## config.mk

```make
export PLATFORM = sky130hd
export DESIGN_NAME = conv3x3_stream
export DESIGN_NICKNAME = d
export VERILOG_FILES = /design/src/rtl/conv3x3_pkg.sv /design/src/rtl/conv3x3_coef_bank.sv /design/src/rtl/conv3x3_stream.sv
export SDC_FILE = /design/constraint.sdc
export NUM_CORES = 2
export LEC_CHECK = 0
export CAP_MARGIN = 20
export CELL_PAD_IN_SITES_DETAIL_PLACEMENT = 0
export CELL_PAD_IN_SITES_GLOBAL_PLACEMENT = 1
export CORE_UTILIZATION = 53
export DETAILED_ROUTE_END_ITERATION = 8
export PLACE_DENSITY = 0.95
export SLEW_MARGIN = 5
export SYNTH_ARGS = -nofsm -noshare
export SYNTH_HDL_FRONTEND = slang
export SYNTH_SLANG_ARGS = --single-unit
```

## constraint.sdc

```tcl
create_clock -name i_clk -period 9.8 [get_ports i_clk]
set_input_delay 1.96 -clock i_clk [delete_from_list [all_inputs] [get_ports i_clk]]
set_output_delay 1.96 -clock i_clk [all_outputs]
set_load 0.01 [all_outputs]
```

## src/rtl/conv3x3_pkg.sv

```systemverilog
// Shared constants and helpers for the 3x3 convolution engine: tap count,
// default Gaussian kernel, datapath width functions and the unsigned clip.
package conv3x3_pkg;

  localparam int NTAPS = 9;

  // Row-major default kernel; sums to 16 so NORM_SHIFT=4 gives unity gain.
  localparam int DEF_KERNEL [NTAPS] = '{1, 2, 1, 2, 4, 2, 1, 2, 1};

  function automatic int prod_w(input int data_w, input int coef_w);
    return data_w + coef_w + 1;
  endfunction

  function automatic int sum_w(input int data_w, input int coef_w);
    return prod_w(data_w, coef_w) + 4;
  endfunction

  typedef struct packed {
    logic        sat;
    logic [31:0] val;
  } clip_t;

  function automatic clip_t clip_u(input logic signed [63:0] v, input int data_w);
    clip_t             r;
    logic signed [63:0] maxv;
    maxv  = (64'sd1 <<< data_w) - 64'sd1;
    r.sat = 1'b0;
    r.val = 32'(v);
    if (v < 64'sd0) begin
      r.sat = 1'b1;
      r.val = '0;
    end else if (v > maxv) begin
      r.sat = 1'b1;
      r.val = 32'(maxv);
    end
    return r;
  endfunction

endpackage

```

## src/rtl/conv3x3_coef_bank.sv

```systemverilog
// Shadow/active coefficient banks with frame-safe commit: a requested commit
// waits until the frame boundary (or an idle, out-of-frame cycle) to swap.
module conv3x3_coef_bank
  import conv3x3_pkg::*;
#(
  parameter int COEF_W = 8
) (
  input  logic                    i_clk,
  input  logic                    i_rst,
  input  logic                    coef_we_i,
  input  logic [3:0]              coef_addr_i,
  input  logic [COEF_W-1:0]       coef_data_i,
  input  logic                    coef_commit_i,
  input  logic                    beat_acc_i,
  input  logic                    beat_last_i,
  output logic [NTAPS*COEF_W-1:0] active_o,
  output logic                    cfg_pending_o
);

  logic [COEF_W-1:0] shadow_q [NTAPS];
  logic [COEF_W-1:0] shadow_d [NTAPS];
  logic [COEF_W-1:0] active_q [NTAPS];
  logic [COEF_W-1:0] active_d [NTAPS];
  logic              in_frame_q, in_frame_d;
  logic              pending_q, pending_d;
  logic              pend_req;
  logic              apply;

  always_comb begin
    shadow_d = shadow_q;
    if (coef_we_i && (coef_addr_i <= 4'd8)) begin
      shadow_d[coef_addr_i] = coef_data_i;
    end

    // A commit arriving in the same cycle as the apply condition takes effect
    // at once, and the copy sees any shadow write made in that cycle.
    pend_req = pending_q | coef_commit_i;
    apply    = pend_req & ((beat_acc_i & beat_last_i) | (~in_frame_q & ~beat_acc_i));

    active_d   = apply ? shadow_d : active_q;
    pending_d  = pend_req & ~apply;
    in_frame_d = beat_acc_i ? ~beat_last_i : in_frame_q;
  end

  always_ff @(posedge i_clk) begin
    if (i_rst) begin
      for (int k = 0; k < NTAPS; k++) begin
        shadow_q[k] <= COEF_W'(DEF_KERNEL[k]);
        active_q[k] <= COEF_W'(DEF_KERNEL[k]);
      end
      in_frame_q <= 1'b0;
      pending_q  <= 1'b0;
    end else begin
      shadow_q   <= shadow_d;
      active_q   <= active_d;
      in_frame_q <= in_frame_d;
      pending_q  <= pending_d;
    end
  end

  for (genvar k = 0; k < NTAPS; k++) begin : g_flat
    assign active_o[k*COEF_W +: COEF_W] = active_q[k];
  end

  assign cfg_pending_o = pending_q;

endmodule

```

## src/rtl/conv3x3_stream.sv

```systemverilog
// Three-stage (multiply, adder tree, normalise/clip) 3x3 convolution with a
// common stall enable. Define CONV_ROUND_EN for round-half-up normalisation.
module conv3x3_stream
  import conv3x3_pkg::*;
#(
  parameter int DATA_W     = 8,
  parameter int COEF_W     = 8,
  parameter int NORM_SHIFT = 4
) (
  input  logic                  i_clk,
  input  logic                  i_rst,
  input  logic [9*DATA_W-1:0]   i_pixel_data,
  input  logic                  i_pixel_data_valid,
  input  logic                  i_pixel_data_last,
  output logic                  o_pixel_data_ready,
  output logic [DATA_W-1:0]     o_convolved_data,
  output logic                  o_convolved_data_valid,
  output logic                  o_convolved_data_last,
  output logic                  o_convolved_sat,
  input  logic                  i_out_ready,
  input  logic                  i_coef_we,
  input  logic [3:0]            i_coef_addr,
  input  logic [COEF_W-1:0]     i_coef_data,
  input  logic                  i_coef_commit,
  output logic                  o_cfg_pending
);

  localparam int PROD_W = prod_w(DATA_W, COEF_W);
  localparam int SUM_W  = sum_w(DATA_W, COEF_W);

  logic                      en;
  logic                      acc;
  logic [NTAPS*COEF_W-1:0]   coef_flat;

  logic signed [PROD_W-1:0]  prod_d [NTAPS];
  logic signed [PROD_W-1:0]  prod_q [NTAPS];
  logic                      v1_q, l1_q;

  logic signed [SUM_W-1:0]   sum_d, sum_q;
  logic                      v2_q, l2_q;

  logic signed [SUM_W-1:0]   rounded;
  logic signed [SUM_W-1:0]   norm;
  clip_t                     clip_r;

  logic [DATA_W-1:0]         data_q;
  logic                      valid_q, last_q, sat_q;

  assign en                 = ~valid_q | i_out_ready;
  assign acc                = i_pixel_data_valid & en;
  assign o_pixel_data_ready = en;

  conv3x3_coef_bank #(
    .COEF_W (COEF_W)
  ) u_coef_bank (
    .i_clk         (i_clk),
    .i_rst         (i_rst),
    .coef_we_i     (i_coef_we),
    .coef_addr_i   (i_coef_addr),
    .coef_data_i   (i_coef_data),
    .coef_commit_i (i_coef_commit),
    .beat_acc_i    (acc),
    .beat_last_i   (i_pixel_data_last),
    .active_o      (coef_flat),
    .cfg_pending_o (o_cfg_pending)
  );

  // Pixels are unsigned: a leading zero makes them non-negative signed operands.
  always_comb begin
    for (int k = 0; k < NTAPS; k++) begin
      prod_d[k] = PROD_W'($signed({1'b0, i_pixel_data[k*DATA_W +: DATA_W]}))
                * PROD_W'($signed(coef_flat[k*COEF_W +: COEF_W]));
    end
  end

  always_comb begin
    sum_d = '0;
    for (int k = 0; k < NTAPS; k++) begin
      sum_d = sum_d + SUM_W'(prod_q[k]);
    end
  end

  always_comb begin
`ifdef CONV_ROUND_EN
    rounded = sum_q + SUM_W'((2 ** NORM_SHIFT) / 2);
`else
    rounded = sum_q;
`endif
    norm   = rounded >>> NORM_SHIFT;
    clip_r = clip_u(64'(norm), DATA_W);
  end

  if (DATA_W < 32) begin : g_clip_hi
    logic unused_clip_hi;
    assign unused_clip_hi = ^clip_r.val[31:DATA_W];
  end

  always_ff @(posedge i_clk) begin
    if (i_rst) begin
      for (int k = 0; k < NTAPS; k++) begin
        prod_q[k] <= '0;
      end
      v1_q    <= 1'b0;
      l1_q    <= 1'b0;
      sum_q   <= '0;
      v2_q    <= 1'b0;
      l2_q    <= 1'b0;
      data_q  <= '0;
      valid_q <= 1'b0;
      last_q  <= 1'b0;
      sat_q   <= 1'b0;
    end else if (en) begin
      prod_q  <= prod_d;
      v1_q    <= acc;
      l1_q    <= acc & i_pixel_data_last;
      sum_q   <= sum_d;
      v2_q    <= v1_q;
      l2_q    <= l1_q;
      data_q  <= clip_r.val[DATA_W-1:0];
      valid_q <= v2_q;
      last_q  <= l2_q;
      sat_q   <= v2_q & clip_r.sat;
    end
  end

  assign o_convolved_data       = data_q;
  assign o_convolved_data_valid = valid_q;
  assign o_convolved_data_last  = last_q;
  assign o_convolved_sat        = sat_q;

endmodule

```

# After elaboration in Yosys (flattened, before gate mapping)
# Index checks and enable logic that the tools add are counted.
dict set report op_classes {
  n_addsub 8
  n_mul 9
  n_lt_le_gt_ge 5
  n_mux 6
  bitwise 15
  reduce_logical 2
}
# op n
set op_table {}
lappend op_table {{multiplier 9 x 8 -> 17 bit} 9}
lappend op_table {{adder 21 x 17 -> 21 bit} 4}
lappend op_table {{bitwise mux 72 bit} 1}
lappend op_table {{two-way mux 72 bit} 1}
lappend op_table {{two-way mux 33 bit} 2}
lappend op_table {{demux 8 bit (select 4 bit)} 1}
lappend op_table {{adder 20 x 17 -> 21 bit} 1}
lappend op_table {{adder 19 x 17 -> 20 bit} 1}
lappend op_table {{adder 18 x 17 -> 19 bit} 1}
lappend op_table {{adder 17 x 17 -> 18 bit} 1}
lappend op_table {{greater-than comparator 17 x 9 -> 1 bit, second input constant} 1}
lappend op_table {{less-than comparator 17 x 1 -> 1 bit, second input constant} 1}
lappend op_table {{two-way mux 8 bit} 1}
lappend op_table {{AND 1 bit} 6}
lappend op_table {{greater-or-equal comparator 5 bit, second input constant} 1}
lappend op_table {{less-than comparator 5 x 1 -> 1 bit, second input constant} 1}
lappend op_table {{NOT 1 bit} 5}
lappend op_table {{NOT 4 -> 5 bit} 1}
lappend op_table {{less-or-equal comparator 4 bit, second input constant} 1}
lappend op_table {{bitwise OR 1 bit} 3}
lappend op_table {{logical AND 1 bit} 2}
dict set report totals {
  reg_bits 335
  inputBits 91
  output_inout_bits 13
  word_cells 83
}

# Logic depth before layout (Yosys ltp)
dict set report depth {
  ltp_word 9
  mapped_depth 20
  ltp_nobuf 19
}

# Hierarchy
# Synthesis repeated with hierarchy kept, for this count alone.
dict set report hier_totals {
  hier_cells 4099
  hier_area_um2 35396.4
}
# mod n_inst cells_each area_each_um2 seq_area_each_um2
set modules_own_cells {}
lappend modules_own_cells {conv3x3_stream 1 3482 29674.7 3703.6}
lappend modules_own_cells {conv3x3_coef_bank 1 617 5721.7 2922.8}

# Worst setup path before layout
# Ideal clock, no wire load.
dict set report synth_timing {
  path_type {in2reg}
  startpoint {input port i_pixel_data[3]}
  endpoint {register prod_q[152] in the netlist's numbering}
  setup_time_ns 0.086
  arrival_ns 5.840
  t_required_ns 9.714
  path_slack_ns 3.874
  cell_stages 15
  path_buffers 0
  cell_sequence {and2_1 fa_1 inv_1 fa_1 fa_1 fa_1 inv_1 ha_1 nor2b_1 o21a_1 o21ai_0 a21oi_1 a2111oi_1 a2111oi_0 a211oi_1}
}
dict set report synth_via {
  elab_chain_len 1
}
# item line
set synth_rtl {}
lappend synth_rtl {{from (decl)} conv3x3_stream.sv:12} ;# input logic [9*DATA_W-1:0] i_pixel_data,
lappend synth_rtl {{multiplier 9 x 8 -> 17 bit} conv3x3_stream.sv:72} ;# * PROD_W'($signed(coef_flat[k*COEF_W +: COEF_W]));
lappend synth_rtl {{to (signal assigned)} conv3x3_stream.sv:113} ;# prod_q <= prod_d;
lappend synth_rtl {{to (decl)} conv3x3_stream.sv:36} ;# logic signed [PROD_W-1:0] prod_q [NTAPS];
# Every way passes these cells.
# A chain may end at the register's enable or synchronous reset.

# Final worst setup path
# Ends and elaborated chain as after synthesis.

==> run summary <==
Post-Place Setup Slack -> 2.94 ns
Vias -> 26,500
Fin. Hold Viols -> 0
Max Slew Vio Count -> 0
Synth Register Bits -> 331
reg2reg path depth -> 15
CTS tree -> built
post-layout util -> 58.7%
routed len/inst -> 17.2 um
Reg2Reg Capture Point -> prod_q[152]
Area Overhead vs Synth -> 8.67%
Die Wd -> 259 um
first-pass detailed-route iteration total -> 6
RSZ-0062 raised after global routing -> no
Comb pwr share -> 66.8%
ant diodes -> 0
# IOs -> 104
fin cells -> 4,933
Vias per Instance -> 5.38
Hold Path End -> o_convolved_data_last
GR peak layer -> met2
GR Util met2 -> 43.2%
area leader, netlist -> fa_1
DRT iter0 DRCs -> 1,733
drc violations -> 0
clk root buf -> clkbuf_16
hold depth -> 2
worst vdd ir -> 0.858 mV
Internal -> 5.45 mW
CP arrival -> 6.80 ns
vias in the first global route -> 26,900
GPL Wtd Cong -> 0.902
CTS Buf Count -> 40
syn_nets -> 4,992
Net Sw Power -> 4.70 mW
count leader, synth -> inv_1
register area share after synthesis -> 18.9%
Synthesis Warnings -> 0
layout cells sized above 1 -> 2.65%
largest net degree at the start of global routing -> 87
grt met1 use -> 35.0%
max_slew headroom -> 27.3%
FF-to-FF setup slack -> 4.91 ns
synth top area cells -> fa_1 26%, dfxtp_1 19%, ha_1 14%
antenna violations before repair -> 0
post-DP HPWL -> 66,200 um
Post-synth ARST share -> 0%
min cycle time layout -> 6.29 ns
Site Rows -> 93
reg2reg start -> u_coef_bank.active_o[7]
dpl cells -> 4,862
PnR worst setup slack -> 3.51 ns
worst hold path class -> flip-flop to flip-flop
max-cap violations -> 0
IO buf count -> 103
Sw Ratio -> 46.3%
startpoint types -> input pin
ANT nets after route -> 0
endpoint class of the critical path -> flip-flop
status -> complete, no violations
Post-CTS Resized -> 0
Setup Skew -> 0.0354 ns
Synth top area share -> 25.9%
sequential power share -> 17.9%
Clock power frac -> 15.3%
Worst-path clk slew -> 0.06 ns
Core ar. -> 64,900 um2
Static Leak -> 19.1 nW
Crit Path Category -> input pin to flip-flop
total congestion overflow -> 0
Worst Path Max Fanout -> 8
area of the mapped netlist -> 35,000 um2
DIE HEIGHT -> 259 um
die area -> 67,200 um2
Setup Fix Bufs, Post-CTS -> 0
first-pass GRT wire length -> 140,000 um
worst-case clock buffer depth -> 3
FILL cells -> 5,687
Final Setup Violations -> 0
Fin Setup TNS -> 0 ns
area of the multi-input gates -> 25,100 um2
Post-synth EDFFs -> 0
Sequential cell area -> 6630 um2
period utilization -> 64.2%
Gate Count Post-Synth -> 4,042
Peak Freq -> 0.159 GHz
commonest cells in the synthesized netlist -> 725 x inv_1, 467 x nand2_1, 454 x fa_1
hold path startpoint -> l2_q
Distinct cells, synth -> 61
worst slew pin tran -> 1.09 ns
met3 Use GR -> 3.64%
CTS sink cnt -> 331
Initial Util -> 54.0%
Mean Syn Cell Area -> 8.67 um2
# hold bufs at CTS -> 0
total wire length -> 84,900 um
gr usage total -> 26.2%
Post-synth top flop -> dfxtp_1
Critical Path RT -> 10.30 ns
pwr/cell area -> 266 nW/um2
H-tree depth -> 2
clock latency on the worst-skew pair -> 0.58 ns
fin nets -> 4,999
Min Hold Slack -> 0.452 ns
-- through the flow --
step | area [um2] | power (mW)
2_1_floorplan | 35000 | 6.93
3_3_place_gp | 36700 | 8.34
3_5_place_dp | 36700 | 8.55
4_1_cts | 38100 | 10.2
5_1_grt | 38100 | 11.2
6_report | 38100 | 10.1
-- layer usage --
layer  up-vias  wire length [um]
met5         -                 0
met4         0              3580
met3       141              4770
met2       642             39600
met1     12900             37000
li1      12900                 -
-- critical path, stage by stage --
cell and delay (ns):
clkdlybuf4s50_1 0.53, and2_1 0.24, fa_1 0.41, inv_1 0.07
fa_1 0.43, fa_1 0.51, fa_1 0.49, inv_1 0.04
ha_1 0.31, nor2b_1 0.16, o21a_1 0.17, o21ai_0 0.30
a21oi_1 0.12, a2111oi_1 0.64, a2111oi_0 0.21, a211oi_1 0.20
-- cell usage in the layout, fill, tap and decap left out, types with 7 or more instances in the layout --
master / count
clkbuf_16: 41
inv_1: 723
xor2_1: 34
a21boi_0: 11
o31ai_1: 22
nor3_1: 60
xnor2_1: 24
buf_4: 21
nor2_1: 277
or4_1: 7
ha_1: 405
o21a_1: 22
and2_1: 284
fa_1: 454
or3_1: 16
o31a_1: 7
o21ai_0: 78
mux2i_1: 79
o41ai_1: 7
nand2_1: 467
a21oi_1: 179
a21o_1: 34
clkdlybuf4s50_1: 102
o211ai_1: 11
nand2b_1: 53
nor2b_1: 32
a31oi_1: 14
nor4b_1: 16
o311a_1: 7
dfxtp_1: 331
a311oi_1: 8
a211oi_1: 109
and3_1: 11
nand3_1: 43
-- sequential cells by signal, indices dropped and copies added, names as in the netlist, 8 cells and up --
register,flops
rounded,17
u_coef_bank.shadow_q,72
o_convolved_data,8
prod_q,153
u_coef_bank.active_o,72
-- worst max path at each step --
| stage | to | start | slack (ns) | depth (start not counted) |
|---|---|---|---|---|
| floorplan | prod_q[152] | i_pixel_data[3] | 3.87 | 15 |
| global placement | prod_q[152] | i_pixel_data[3] | 3.01 | 16 |
| detailed placement | prod_q[152] | i_pixel_data[3] | 2.94 | 16 |
| CTS | prod_q[152] | i_pixel_data[3] | 3.55 | 16 |
| global route | prod_q[152] | i_pixel_data[3] | 3.19 | 16 |
| finish | prod_q[152] | i_pixel_data[3] | 3.51 | 16 |
-- power by group through the flow --
stage | registers, mW | logic (mW) | clock network [mW]
finish | 1.81 | 6.78 | 1.55
global route | 1.84 | 7.71 | 1.64
CTS | 1.81 | 6.78 | 1.58
detailed placement | 1.84 | 6.70 | 0
global placement | 1.84 | 6.51 | 0
floorplan | 1.73 | 5.20 | 0
-- final cells by class --
cell class	instances	share of cell area [%]
clock buffers	52	2.96
well taps	855	2.81
clock inverters	19	0.598
inverters	725	7.15
repair buffers	124	3.13
multi-input cells	2827	65.9
flip-flops and latches	331	17.4
-- logic make-up (layout without fill, tap and decap cells) --
| logic type | Yosys count | in the layout | synth area share (%) |
|---|---|---|---|
| simple gates | 1301 | 1301 | 17.8 |
| buf+inv | 884 | 920 | 9.51 |
| fa+ha+maj | 859 | 859 | 40.4 |
| compound gates | 530 | 530 | 9.69 |
| flops | 331 | 331 | 18.9 |
| mux | 79 | 79 | 2.26 |
| xor+xnor | 58 | 58 | 1.45 |
Note: power is estimated with default switching activity, not from simulation.
